`config.mk`:
```
export PLATFORM = sky130hd
export DESIGN_NAME = countdown_timer
export DESIGN_NICKNAME = d
export VERILOG_FILES = /design/src/rtl/countdown_timer.sv
export SDC_FILE = /design/constraint.sdc
export NUM_CORES = 1
export LEC_CHECK = 0
export CAP_MARGIN = 15
export CORE_ASPECT_RATIO = 1.75
export CORE_UTILIZATION = 45
export CTS_CLUSTER_SIZE = 25
export DETAILED_ROUTE_END_ITERATION = 12
export PLACE_DENSITY_LB_ADDON = 0.08
export SETUP_SLACK_MARGIN = 0.02
export SLEW_MARGIN = 20
export SYNTH_ARGS = -nofsm -noshare
export SYNTH_HDL_FRONTEND = slang
export SYNTH_SLANG_ARGS = --single-unit
```
`constraint.sdc`:
```
create_clock -name clock -period 2 [get_ports clock]
set_clock_uncertainty 0.1 [all_clocks]
set_input_delay 0.4 -clock clock [delete_from_list [all_inputs] [get_ports clock]]
set_output_delay 0.4 -clock clock [all_outputs]
set_load 0.02 [all_outputs]
```
`src/rtl/countdown_timer.sv`:
```
// Seconds-resolution countdown timer with an internal clock prescaler and 1 Hz tick.
// Optional TIMER_PAUSE_EN adds a `pause` input that freezes an active countdown.
module countdown_timer #(
    parameter int unsigned CYCLES_PER_SEC = 100000000
) (
    input  logic       clock,
    input  logic       reset,
    input  logic       start_timer,
    input  logic [3:0] value,
`ifdef TIMER_PAUSE_EN
    input  logic       pause,
`endif
    output logic       expired,
    output logic       busy,
    output logic [3:0] remaining,
    output logic       one_hz_enable
);

    localparam int unsigned PRESC_W = $clog2(CYCLES_PER_SEC);
    localparam logic [PRESC_W-1:0] PRESC_MAX = PRESC_W'(CYCLES_PER_SEC - 1);

    localparam logic [0:0] StIdle     = 1'b0;
    localparam logic [0:0] StCounting = 1'b1;

    logic [0:0]         state_q, state_d;
    logic [PRESC_W-1:0] presc_q, presc_d;
    logic [3:0]         rem_q, rem_d;
    logic               expired_q, expired_d;
    logic               tick_q, tick_d;
    logic               hold;

`ifdef TIMER_PAUSE_EN
    assign hold = pause;
`else
    assign hold = 1'b0;
`endif

    // A start request wins over pause, tick and expiry; value 0 expires at once.
    always_comb begin
        state_d   = state_q;
        presc_d   = presc_q;
        rem_d     = rem_q;
        expired_d = 1'b0;
        tick_d    = 1'b0;
        if (start_timer) begin
            presc_d = '0;
            if (value == 4'd0) begin
                state_d   = StIdle;
                rem_d     = 4'd0;
                expired_d = 1'b1;
            end else begin
                state_d = StCounting;
                rem_d   = value;
            end
        end else if (state_q == StCounting && !hold) begin
            if (presc_q == PRESC_MAX) begin
                presc_d = '0;
                tick_d  = 1'b1;
                rem_d   = rem_q - 4'd1;
                if (rem_q == 4'd1) begin
                    expired_d = 1'b1;
                    state_d   = StIdle;
                end
            end else begin
                presc_d = presc_q + 1'b1;
            end
        end
    end

    always_ff @(posedge clock or negedge reset) begin
        if (!reset) begin
            state_q   <= StIdle;
            presc_q   <= '0;
            rem_q     <= 4'd0;
            expired_q <= 1'b0;
            tick_q    <= 1'b0;
        end else begin
            state_q   <= state_d;
            presc_q   <= presc_d;
            rem_q     <= rem_d;
            expired_q <= expired_d;
            tick_q    <= tick_d;
        end
    end

    assign expired       = expired_q;
    assign busy          = (state_q == StCounting);
    assign remaining     = rem_q;
    assign one_hz_enable = tick_q;

endmodule

```
# Word-level counts from Yosys, hierarchy flattened

Index checks and enable logic that the tools add are counted.

Add/subtract/negate cells: 2
Multipliers: 0
Divide/modulo/power cells: 0
Magnitude comparators: 0
Equality and inequality tests: 2
Shift operators: 0
Muxes and demuxes: 20
Bitwise operators: 0
Reduce and logical (&&, ||, !) cells: 4

Operators with widths:

| operator                                                              | number |
|---|---|
| 27-bit 2-to-1 mux                                                     | 3 |
| 27-bit by 1-bit adder with 27-bit output, second input constant       | 1 |
| 27-bit equality test, second input constant                           | 1 |
| 4-bit 2-to-1 mux                                                      | 4 |
| 1-bit 2-to-1 mux                                                      | 13 |
| 4-bit by 1-bit equality test with 1-bit output, second input constant | 1 |
| 4-bit logical NOT                                                     | 1 |
| 2-bit nonzero test                                                    | 2 |
| 4-bit by 1-bit subtractor with 4-bit output, second input constant    | 1 |
| 2-bit AND reduction                                                   | 1 |

Register bits after elaboration: 34
Latch bits: 0
Bits in writable memories: 0
Bits in read-only memories: 0
Output and inout bits: 7
Memories kept: 0

# Longest topological paths before layout

Gate-level depths: netlist (run 1).

Depth in word-level cells: 5
Gate-level depth with buffers: 6
Mapped depth without buffers: 5

# Worst setup path after synthesis (run 1)

Ideal clock, no wire load.

Kind: flip-flop to flip-flop
From: reg presc_q[0]
To: reg presc_q[24]
Library setup time: 0.083 ns
Arrival: 1.709 ns
Required time: 1.817 ns
Path slack: 0.109 ns
Cell stages (with the launch flop): 6
Buffers on the path: 0
Period minus slack after synthesis: 1.891 ns
Cell sequence: dfrtp_1 -> ha_1 -> nand3_1 -> or4_1 -> or4_1 -> o21ai_0

Longest elaborated chain between the ends: 4

Ends and longest elaborated chain:

| what                                                                                    | RTL line | text |
|---|---|---|
| from (decl)                                                                             | 26       | `logic [PRESC_W-1:0] presc_q, presc_d;` |
| from (signal assigned)                                                                  | 79       | `presc_q <= presc_d;` |
| 27-bit by 1-bit adder with 27-bit output / 27-bit equality test (equally long branches) | 65, 56   |  |
| 27-bit 2-to-1 mux (*)                                                                   | 56       | `if (presc_q == PRESC_MAX) begin` |
| 27-bit 2-to-1 mux (*)                                                                   | 55       | `end else if (state_q == StCounting && !hold) begin` |
| 27-bit 2-to-1 mux (*)                                                                   | 45       | `if (start_timer) begin` |

Mark *: on every way between the ends. The rest lies on a longest branch, timed or not. The select of a mux whose other input is x is not followed.
A chain may end at the register's enable or synchronous reset.

# Final worst setup path (run 1)

From: reg presc_q[9]
To: reg presc_q[22]

Same word-level chain as after synthesis.

==> flow_summary_export.csv, run 1 <==
group,metric,value,unit
routing,drc_errors,0,
timing,fin_crit,1930,ps
global_routing,grt-ovfl-total,0,
routing,post_drt_wl_per_cell,18.1,um
global_routing,antenna_found_initial,0,
die,die_h,90.1,um
timing,max_freq,519,MHz
min_path,hold_class,"primary input to flop",
finish,area_delta_synth_final,22.8,%
clocking,cts_root_buf,"clkbuf_8",
finish,nets,257,
placed_design,dpl.cell_count,289,
timing,worst_pin_slew,451,ps
critical_path,cp.arrival,2040,ps
routing,dr_wl_met3,195,um
clocking,clock_sinks,34,
logic_synthesis,synth_flop_cell,"dfrtp_1",
finish,fillerInstances,397,
critical_path,path_cells,"and4_1 > nand4_1 > or4_1 > a21oi_1",
clocking,clk_latency,290,ps
die,io-pin-count,14,
global_routing,grtUsageTotal,25.1,%
timing,rsz0062_at_grt,"true",
logic_synthesis,synth_xor_area_share,4.83,%
timing,period_share,96.4,%
logic_synthesis,syn_avg_cell_area,9.37,um2
timing,setup_violations,0,
placed_design,post-place-ws,-278,ps
finish,finalNonFillerCells,297,
run,maxCapViolCount,0,
timing,final-hold-violation-count,0,
finish,drive_gt1_share,19.4,%
finish,final_util,58.5,%
power_and_ir_drop,leakagePower,0.932,nW
placed_design,port_buffers,13,
routing,drt-total-wl,5.37,mm
routing,vias,1880,
die,die_w,52.3,um
power_and_ir_drop,power.total,1.46,mW
placed_design,hpwl,3.94,mm
timing,slew_headroom,70.0,%
critical_path,cp_slowest_cell,"or4_1",
die,start_util,47.6,%
critical_path,critPathMaxFanout,6,
critical_path,critPathRequiredTime,2110,ps
clocking,cts_tree,"done",
power_and_ir_drop,vdd_drop_max,395,uV
critical_path,end_kind,"flop",
timing,final_max_slew_viol_count,0,
logic_synthesis,synth_simple_gate_area_share,31.1,%
logic_synthesis,synth_area,2000,um2
logic_synthesis,yosysSeqAreaShare,42.6,%
logic_synthesis,synthArstFlopShare,100,%
die,core-area,4190,um2
finish,fin_area,2450,um2
critical_path,crit_type,"flop to flop",
routing,drtIter0Drc,64,
placed_design,gp_congestion,0.862,
routing,antenna_left,0,
critical_path,crit_path_max_incr_delay,540,ps
logic_synthesis,ys_warn_count,0,
global_routing,grt_pass1_vias,1869,
logic_synthesis,synthAdderAreaFrac,1.88,%
global_routing,grt_pass1_wl,8.91,mm
logic_synthesis,syn-num-nets,223,
placed_design,post_dp_cell_area,2290,um2
logic_synthesis,synth_mux_area_share,0,%
global_routing,grt_start_max_net_pins,35,
routing,drt_pass1_iterations,4,
clocking,cts_buffers,5,
clocking,ctsHtreeMaxLevel,2,
logic_synthesis,synth_edf_count,0,
clocking,clk_path_buf_depth,2,
logic_synthesis,synth.distinct_cells,40,
logic_synthesis,ys_seq_elements,34,
finish,antenna_cells,0,
critical_path,crit_family,"simple AND/OR/NAND/NOR gates",
critical_path,r2r_setup_slack,70,ps
power_and_ir_drop,power_density,595,nW/um2
routing,wl_met2,2.98,mm
routing,top_layer,"met4",
logic_synthesis,synth-compound-area-share,13.9,%
logic_synthesis,synth_top_family_by_area,"simple AND/OR/NAND/NOR gates",
critical_path,path_buf_inv,0,
routing,vias_per_cell,6.33,
routing,wl_met1,2.02,mm
timing,setup_tns,0,ps
timing,setup_ws,72.6,ps
die,die_area,4720,um2
logic_synthesis,synth_cells,213,
timing,holdWs,394,ps
status,outcome,"finished, final reports clean",
die,placementRows,31,
clocking,clk_pin_slew,70,ps
critical_path,start_kind,"flop",
## worst paths after layout
path                            cells past startpoint           end         from
worst min register to register                      2   presc_q[26]  presc_q[26]
worst min-delay path                                2   presc_q[23]  start_timer
max in group asynchronous                           2          busy        reset
worst max register to register                      4   presc_q[22]   presc_q[9]
min in group asynchronous                           2  remaining[1]        reset
worst max-delay path                                4   presc_q[22]   presc_q[9]
## synthesized netlist by cell type, drive strengths merged (2+ instances only)
master  count  area share, %
dfrtp      34             43
nor2       18            3.4
nand4      16            6.5
a21oi      15            3.8
nand2      13            2.4
o21ai      13            3.3
or3        12            3.8
nand3      10            2.5
or4         9            3.4
buf         7            3.1
o31ai       7            2.6
and4        6            2.8
xor2        6            2.6
inv         5           0.94
nor4        5            1.6
xnor2       5            2.2
a31oi       4            1.3
nor3        4            1.0
clkbuf      3            1.4
ha          3            1.9
and2        2           0.63
and3        2           0.63
nor4bb      2            1.0
o31a        2           0.88
## worst reg2reg max path, delay by kind of cell (launching register included)
| kind | cells | cell delay (ps) |
|---|---|---|
| AO/OA/AOI/OAI | 1 | 160 |
| AND/OR/NAND/NOR | 3 | 1140 |
| flip-flops | 1 | 450 |
## state kept, by name (all words and copies together) (netlist names)
| signal | count |
|---|---|
| presc_q | 27 |
| remaining | 4 |
| busy | 1 |
| expired | 1 |
| one_hz_enable | 1 |
## placed cells by master (no fill, tap or decap), drive strengths merged, types with 10 or more instances in the layout
cell and count:
a21oi 15, buf 24, clkdlybuf4s50 11, dfrtp 34, nand2 13, nand3 10
nand4 16, nor2 18, o21ai 13, or3 12
## cell type report
| type | count | area (um2) | share of cell area (%) |
|---|---|---|---|
| multi-input cells | 163 | 1080 | 44.1 |
| flip-flops and latches | 34 | 853 | 34.8 |
| repair buffers | 37 | 324 | 13.2 |
| clock buffers | 8 | 110 | 4.49 |
| well taps | 49 | 61.3 | 2.50 |
| inverters | 6 | 22.5 | 0.919 |
## repair_timing
item / CTS / global route
pin swaps: 2 / 0
hold endpoints to repair: 0 / 0
setup endpoints to repair: 3 / 11
hold buffers: 0 / 0
buffers inserted: 0 / 0
resized for setup: 3 / 11
## power breakdown
group,leakage (nW),internal [mW],switching (mW)
logic,0.420,0.0654,0.0756
registers,0.454,0.702,0.0193
clock network,0.0575,0.348,0.249
## routing by layer
layer  track usage, %  vias up
met3             4.40       12
met4             12.3        0
met2             43.1       55
met5                0        -
li1                 -      871
met1             28.4      942
## cells by family (layout without fill, tap and decap cells)
logic type               count (synthesis)  count (layout)
flip-flops                              34              34
buffers and inverters                   16              51
AND/OR/NAND/NOR                        103             103
adder cells (fa/ha/maj)                  3               3
AO/OA/AOI/OAI                           46              46
XOR/XNOR                                11              11
Note: power is estimated with default switching activity, not from simulation.
==> run 2, diff against run 1 <==
--- a/config.mk
+++ b/config.mk
@@ -5,6 +5,7 @@
 export SDC_FILE = /design/constraint.sdc
 export NUM_CORES = 1
 export LEC_CHECK = 0
+export ABC_AREA = 1
 export CAP_MARGIN = 15
 export CORE_ASPECT_RATIO = 1.75
 export CORE_UTILIZATION = 45
==> run 2 against run 1 <==
Effect of this change: cell area grew 6.0%; die area grew 11%; critical path depth shrank 3; maximum frequency grew 4.3%; flip-flop and latch count is the same; sequential power grew 2%; critical path type is now flop to output port; largest power group unchanged; highest routed layer unchanged.
==> flow_summary_export.csv, run 2 <==
group,metric,value,unit
critical_path,crit_type,"flop to output port",
timing,final_max_slew_viol_count,0,
logic_synthesis,yosysTopAreaCell,"dfrtp_1",
die,die_area,5250,um2
logic_synthesis,syn_avg_cell_area,6.57,um2
die,io-pin-count,14,
power_and_ir_drop,leakagePower,1.20,nW
placed_design,gp_congestion,0.933,
finish,final_cell_mix,"nand2_1 (101), nor2_1 (72), inv_1 (45), dfrtp_1 (34), nand3_1 (33)",
timing,period_share,92.4,%
timing,setup_violations,0,
critical_path,r2r_setup_slack,200,ps
logic_synthesis,yosys-top-cells-count,"nand2_1 (101), nor2_1 (72), inv_1 (45)",
finish,largest_register,"presc_q",
clocking,cts_tree,"done",
die,core-area,4710,um2
placed_design,dpl.cell_count,416,
critical_path,reg2reg_to,"remaining[1]",
logic_synthesis,synth_flop_cell,"dfrtp_1",
status,outcome,"finished, final reports clean",
logic_synthesis,synth_edf_count,0,
critical_path,end_kind,"output port",
timing,worst_pin_slew,467,ps
power_and_ir_drop,vdd_drop_max,474,uV
clocking,clk_pin_slew,70,ps
finish,nets,381,
global_routing,grtUsageTotal,26.7,%
clocking,cts_resized,0,
routing,vias,2173,
global_routing,grt_start_max_net_pins,35,
placed_design,hpwl,4.66,mm
finish,antenna_cells,0,
global_routing,grt_pass1_vias,2253,
routing,vias_per_cell,5.14,
logic_synthesis,yosysSeqAreaShare,38.2,%
logic_synthesis,ys_seq_elements,34,
finish,largest_reg_flops,27,
routing,post_drt_wl_per_cell,14.0,um
logic_synthesis,synthArstFlopShare,100,%
routing,drt-total-wl,5.92,mm
timing,setup_ws,153,ps
clocking,clk_latency,290,ps
logic_synthesis,synth_area,2230,um2
timing,final-hold-violation-count,0,
critical_path,path_buf_inv,1,
timing,rsz0062_at_grt,"false",
finish,finalNonFillerCells,423,
logic_synthesis,yosysMostFrequentCell,"nand2_1",
timing,setup_tns,0,ps
clocking,clock_sinks,34,
placed_design,port_buffers,13,
power_and_ir_drop,power_density,547,nW/um2
clocking,clk_path_buf_depth,2,
timing,max_freq,541,MHz
routing,drc_errors,0,
critical_path,critPathLaunch,"remaining[2]",
finish,fin_area,2600,um2
die,die_w,55.2,um
clocking,ctsHtreeMaxLevel,2,
finish,area_delta_synth_final,16.6,%
global_routing,grt_pass1_wl,9.81,mm
critical_path,cp_slowest_cell,"clkdlybuf4s50_1",
logic_synthesis,syn-num-nets,349,
timing,holdWs,46.1,ps
logic_synthesis,synthTopCellsByArea,"dfrtp_1 (38%), nand2_1 (17%), nor2_1 (12%), inv_1 (7.6%), nand3_1 (7.4%)",
logic_synthesis,synth_cells,339,
global_routing,grt-ovfl-total,0,
clocking,cts_buffers,5,
finish,drive_gt1_share,9.70,%
timing,fin_crit,1850,ps
clocking,cts-hold-fix-buffers,0,
run,maxCapViolCount,0,
finish,final_util,55.2,%
power_and_ir_drop,power.total,1.42,mW
logic_synthesis,ys_warn_count,0,
logic_synthesis,synth.distinct_cells,22,
die,die_h,95.1,um
finish,mostFrequentLayoutCell,"nand2_1",
logic_synthesis,synth.top_cell.area_share,38.2,%
clocking,cts_root_buf,"clkbuf_8",
critical_path,critPathMaxFanout,4,
min_path,hold_class,"primary input to asynchronous set/reset pin",
timing,slew_headroom,68.9,%
critical_path,reg2regPathDepth,11,
critical_path,start_kind,"flop",
critical_path,path_cells,"clkdlybuf4s50_1",
placed_design,post_dp_cell_area,2520,um2
global_routing,antenna_found_initial,0,
routing,drt_pass1_iterations,4,
routing,antenna_left,0,
critical_path,cp.arrival,1350,ps
clocking,post-cts-setup-buffer-count,0,
critical_path,crit_family,"buffers and inverters",
critical_path,r2r-start,"presc_q[0]",
routing,drtIter0Drc,66,
die,placementRows,33,
placed_design,post-place-ws,48.4,ps
critical_path,crit_path_max_incr_delay,640,ps
die,start_util,47.3,%
critical_path,critPathRequiredTime,1500,ps
[run 2: changes by cell type after synthesis, moves of 5 or more]
cell     previous run  this run
nor4_1              5         0
inv_1               5        45
nand2_1            13       101
or3_1              12         0
nand3_1            10        33
nor2_1             18        72
o21ai_0            12         5
or4_1               9         0
a21oi_1            15         2
o31ai_1             7         0
[run 2: logic make-up (layout without fill, tap and decap cells)]
kind of cell,after synthesis,count (layout),share of synthesized area (%)
xor+xnor,9,9,3.54
flops,34,34,38.2
fa+ha+maj,3,3,1.68
buf+inv,52,84,9.77
simple gates,233,233,45.0
compound gates,8,8,1.85
[run 2: per-layer routing]
metal  global-route usage [%]  up-vias  part of all wire [%]
met1                     28.2     1011                    39
met5                        0        -                     0
met2                     49.1       44                    55
met3                     3.83       11                   2.2
met4                     11.7        0                   3.1
li1                         -     1107                     -
[run 2: power breakdown]
| part | total [mW] | internal [mW] | switching, mW |
|---|---|---|---|
| logic | 0.208 | 0.0896 | 0.118 |
| registers | 0.736 | 0.711 | 0.0251 |
| clock network | 0.479 | 0.240 | 0.239 |
[run 2: final cells by class]
cell class	count	area [um2]
Multi-Input combinational cell	253	1160
Tap cell	52	65.1
Fill cell	485	2110
Inverter	47	181
Clock buffer	7	76.3
Timing Repair Buffer	30	265
Sequential cell	34	851
[run 2: how the worst max path moves through the flow]
stage	endpoint	slack [ps]	depth (start not counted)
CTS	remaining[2]	140	1
finish	remaining[2]	150	1
floorplan	presc_q[9]	370	11
global placement	presc_q[22]	80	9
global route	remaining[1]	50	11
detailed placement	presc_q[22]	50	9
==> run 3, diff against run 2 <==
--- a/config.mk
+++ b/config.mk
@@ -9,8 +9,9 @@
 export CAP_MARGIN = 15
 export CORE_ASPECT_RATIO = 1.75
 export CORE_UTILIZATION = 45
-export CTS_CLUSTER_SIZE = 25
 export DETAILED_ROUTE_END_ITERATION = 12
+export GPL_ROUTABILITY_DRIVEN = 0
+export MAX_ROUTING_LAYER = met4
 export PLACE_DENSITY_LB_ADDON = 0.08
 export SETUP_SLACK_MARGIN = 0.02
 export SLEW_MARGIN = 20
==> run 3 against run 2 <==
Effect of this change: clock power increased by 10%; sequential share of layout area is 0.53 points lower; global-route usage is 1.0 points higher; total power is 3.8% higher; wire length is 0.34% higher; setup slack lost 2.5 ps; register-to-register slack got worse by 20 ps; cell area increased by 1.6%; maximum frequency shrank 0.14%; utilization up 0.90 points; highest routed layer unchanged.
==> flow_summary_export.csv, run 3 (synthesis gave the netlist of run 2 again) <==
group,metric,value,unit
clocking,clk_latency,290,ps
timing,fin_crit,1850,ps
clocking,ctsHtreeMaxLevel,2,
clocking,cts_root_buf,"clkbuf_8",
finish,drive_gt1_share,10.2,%
die,io-pin-count,14,
finish,nets,382,
power_and_ir_drop,power.total,1.48,mW
critical_path,critPathRequiredTime,1500,ps
finish,final_util,56.1,%
critical_path,crit_path_max_incr_delay,640,ps
routing,drtIter0Drc,61,
die,die_h,95.1,um
global_routing,grt-ovfl-total,0,
die,die_area,5250,um2
clocking,clock_sinks,34,
die,core-area,4710,um2
critical_path,cp.arrival,1350,ps
global_routing,grtUsageTotal,27.7,%
run,maxCapViolCount,0,
global_routing,grt_pass1_wl,9.84,mm
min_path,hold_class,"flop to flop",
routing,drt_pass1_iterations,5,
power_and_ir_drop,vdd_drop_max,414,uV
routing,drt-total-wl,5.94,mm
routing,antenna_left,0,
routing,vias_per_cell,5.22,
die,die_w,55.2,um
critical_path,cp.depth,1,
timing,rsz0062_at_grt,"false",
critical_path,reg2regPathDepth,11,
clocking,cts_buffers,5,
finish,antenna_cells,0,
clocking,cts_tree,"done",
global_routing,grt_start_max_net_pins,35,
placed_design,hpwl,4.63,mm
status,outcome,"finished, final reports clean",
power_and_ir_drop,power_density,559,nW/um2
timing,worst_pin_slew,342,ps
min_path,holdPathStages,2,
finish,fillerInstances,498,
critical_path,r2r_setup_slack,180,ps
finish,largest_register,"presc_q",
finish,largest_reg_flops,27,
clocking,clk_pin_slew,70,ps
critical_path,end_kind,"output port",
critical_path,crit_type,"flop to output port",
routing,vias,2218,
finish,multi_input_area,1160,um2
die,placementRows,33,
timing,final_max_slew_viol_count,0,
timing,max_freq,541,MHz
clocking,clk_path_buf_depth,2,
critical_path,critPathMaxFanout,4,
critical_path,cp_slowest_cell,"clkdlybuf4s50_1",
critical_path,path_buf_inv,1,
global_routing,grt_pass1_vias,2124,
die,start_util,47.3,%
routing,post_drt_wl_per_cell,14.0,um
timing,final-hold-violation-count,0,
finish,seqCellArea,851,um2
finish,area_delta_synth_final,18.5,%
timing,setup_violations,0,
finish,final_cell_mix,"nand2_1 (101), nor2_1 (72), inv_1 (45), dfrtp_1 (34), nand3_1 (33)",
power_and_ir_drop,leakagePower,1.22,nW
timing,slew_headroom,77.0,%
timing,setup_tns,0,ps
global_routing,antenna_found_initial,0,
routing,drc_errors,0,
timing,period_share,92.5,%
critical_path,crit_family,"buffers and inverters",
placed_design,port_buffers,13,
finish,fin_area,2640,um2
critical_path,start_kind,"flop",
critical_path,path_cells,"clkdlybuf4s50_1",
placed_design,post_dp_cell_area,2530,um2
finish,mostFrequentLayoutCell,"nand2_1",
==> run 3: cell type report <==
cell class                      count  area share, %
Multi-Input combinational cell    253           44.1
Sequential cell                    34           32.2
Timing Repair Buffer               31           10.9
Inverter                           47           6.87
Clock buffer                        7           3.27
Tap cell                           52           2.46
Clock inverter                      1          0.189
==> run 3: metrics by stage <==
step / setup WS (ps) / std cells / hold WS [ps]
3_5_place_dp: -44.0 / 416 / 274
2_1_floorplan: 368 / 339 / 4.41
4_1_cts: 139 / 425 / 415
3_3_place_gp: -22.3 / 416 / 273
6_report: 150 / 425 / 408
5_1_grt: 34.0 / 425 / 441
==> run 3: worst paths after layout <==
kind                                end          from
max                        remaining[2]  remaining[2]
min                        remaining[1]  remaining[1]
max reg2reg                  presc_q[3]    presc_q[0]
min reg2reg                remaining[1]  remaining[1]
max in group asynchronous  remaining[1]         reset
min in group asynchronous    presc_q[9]         reset
==> run 3: power breakdown <==
part | switching, mW | total (mW) | internal [mW]
sequential | 0.0253 | 0.736 | 0.711
combinational | 0.118 | 0.212 | 0.0937
clock | 0.251 | 0.528 | 0.278
total | 0.394 | 1.48 | 1.08
==> run 3: metal layers <==
layer | routed length, um | GRT usage, % | vias to the layer above
met1 | 2320 | 29.1 | 1016
met2 | 3150 | 46.6 | 67
met5 | 0 | - | -
li1 | - | - | 1114
met4 | 301 | 15.8 | 0
met3 | 172 | 4.47 | 21
==> run 3: repair_timing <==
item	in CTS	in global routing
hold endpoints to repair	34	0
setup endpoints to repair	0	2
buffers inserted	0	0
hold buffers	1	0
resized for setup	0	1
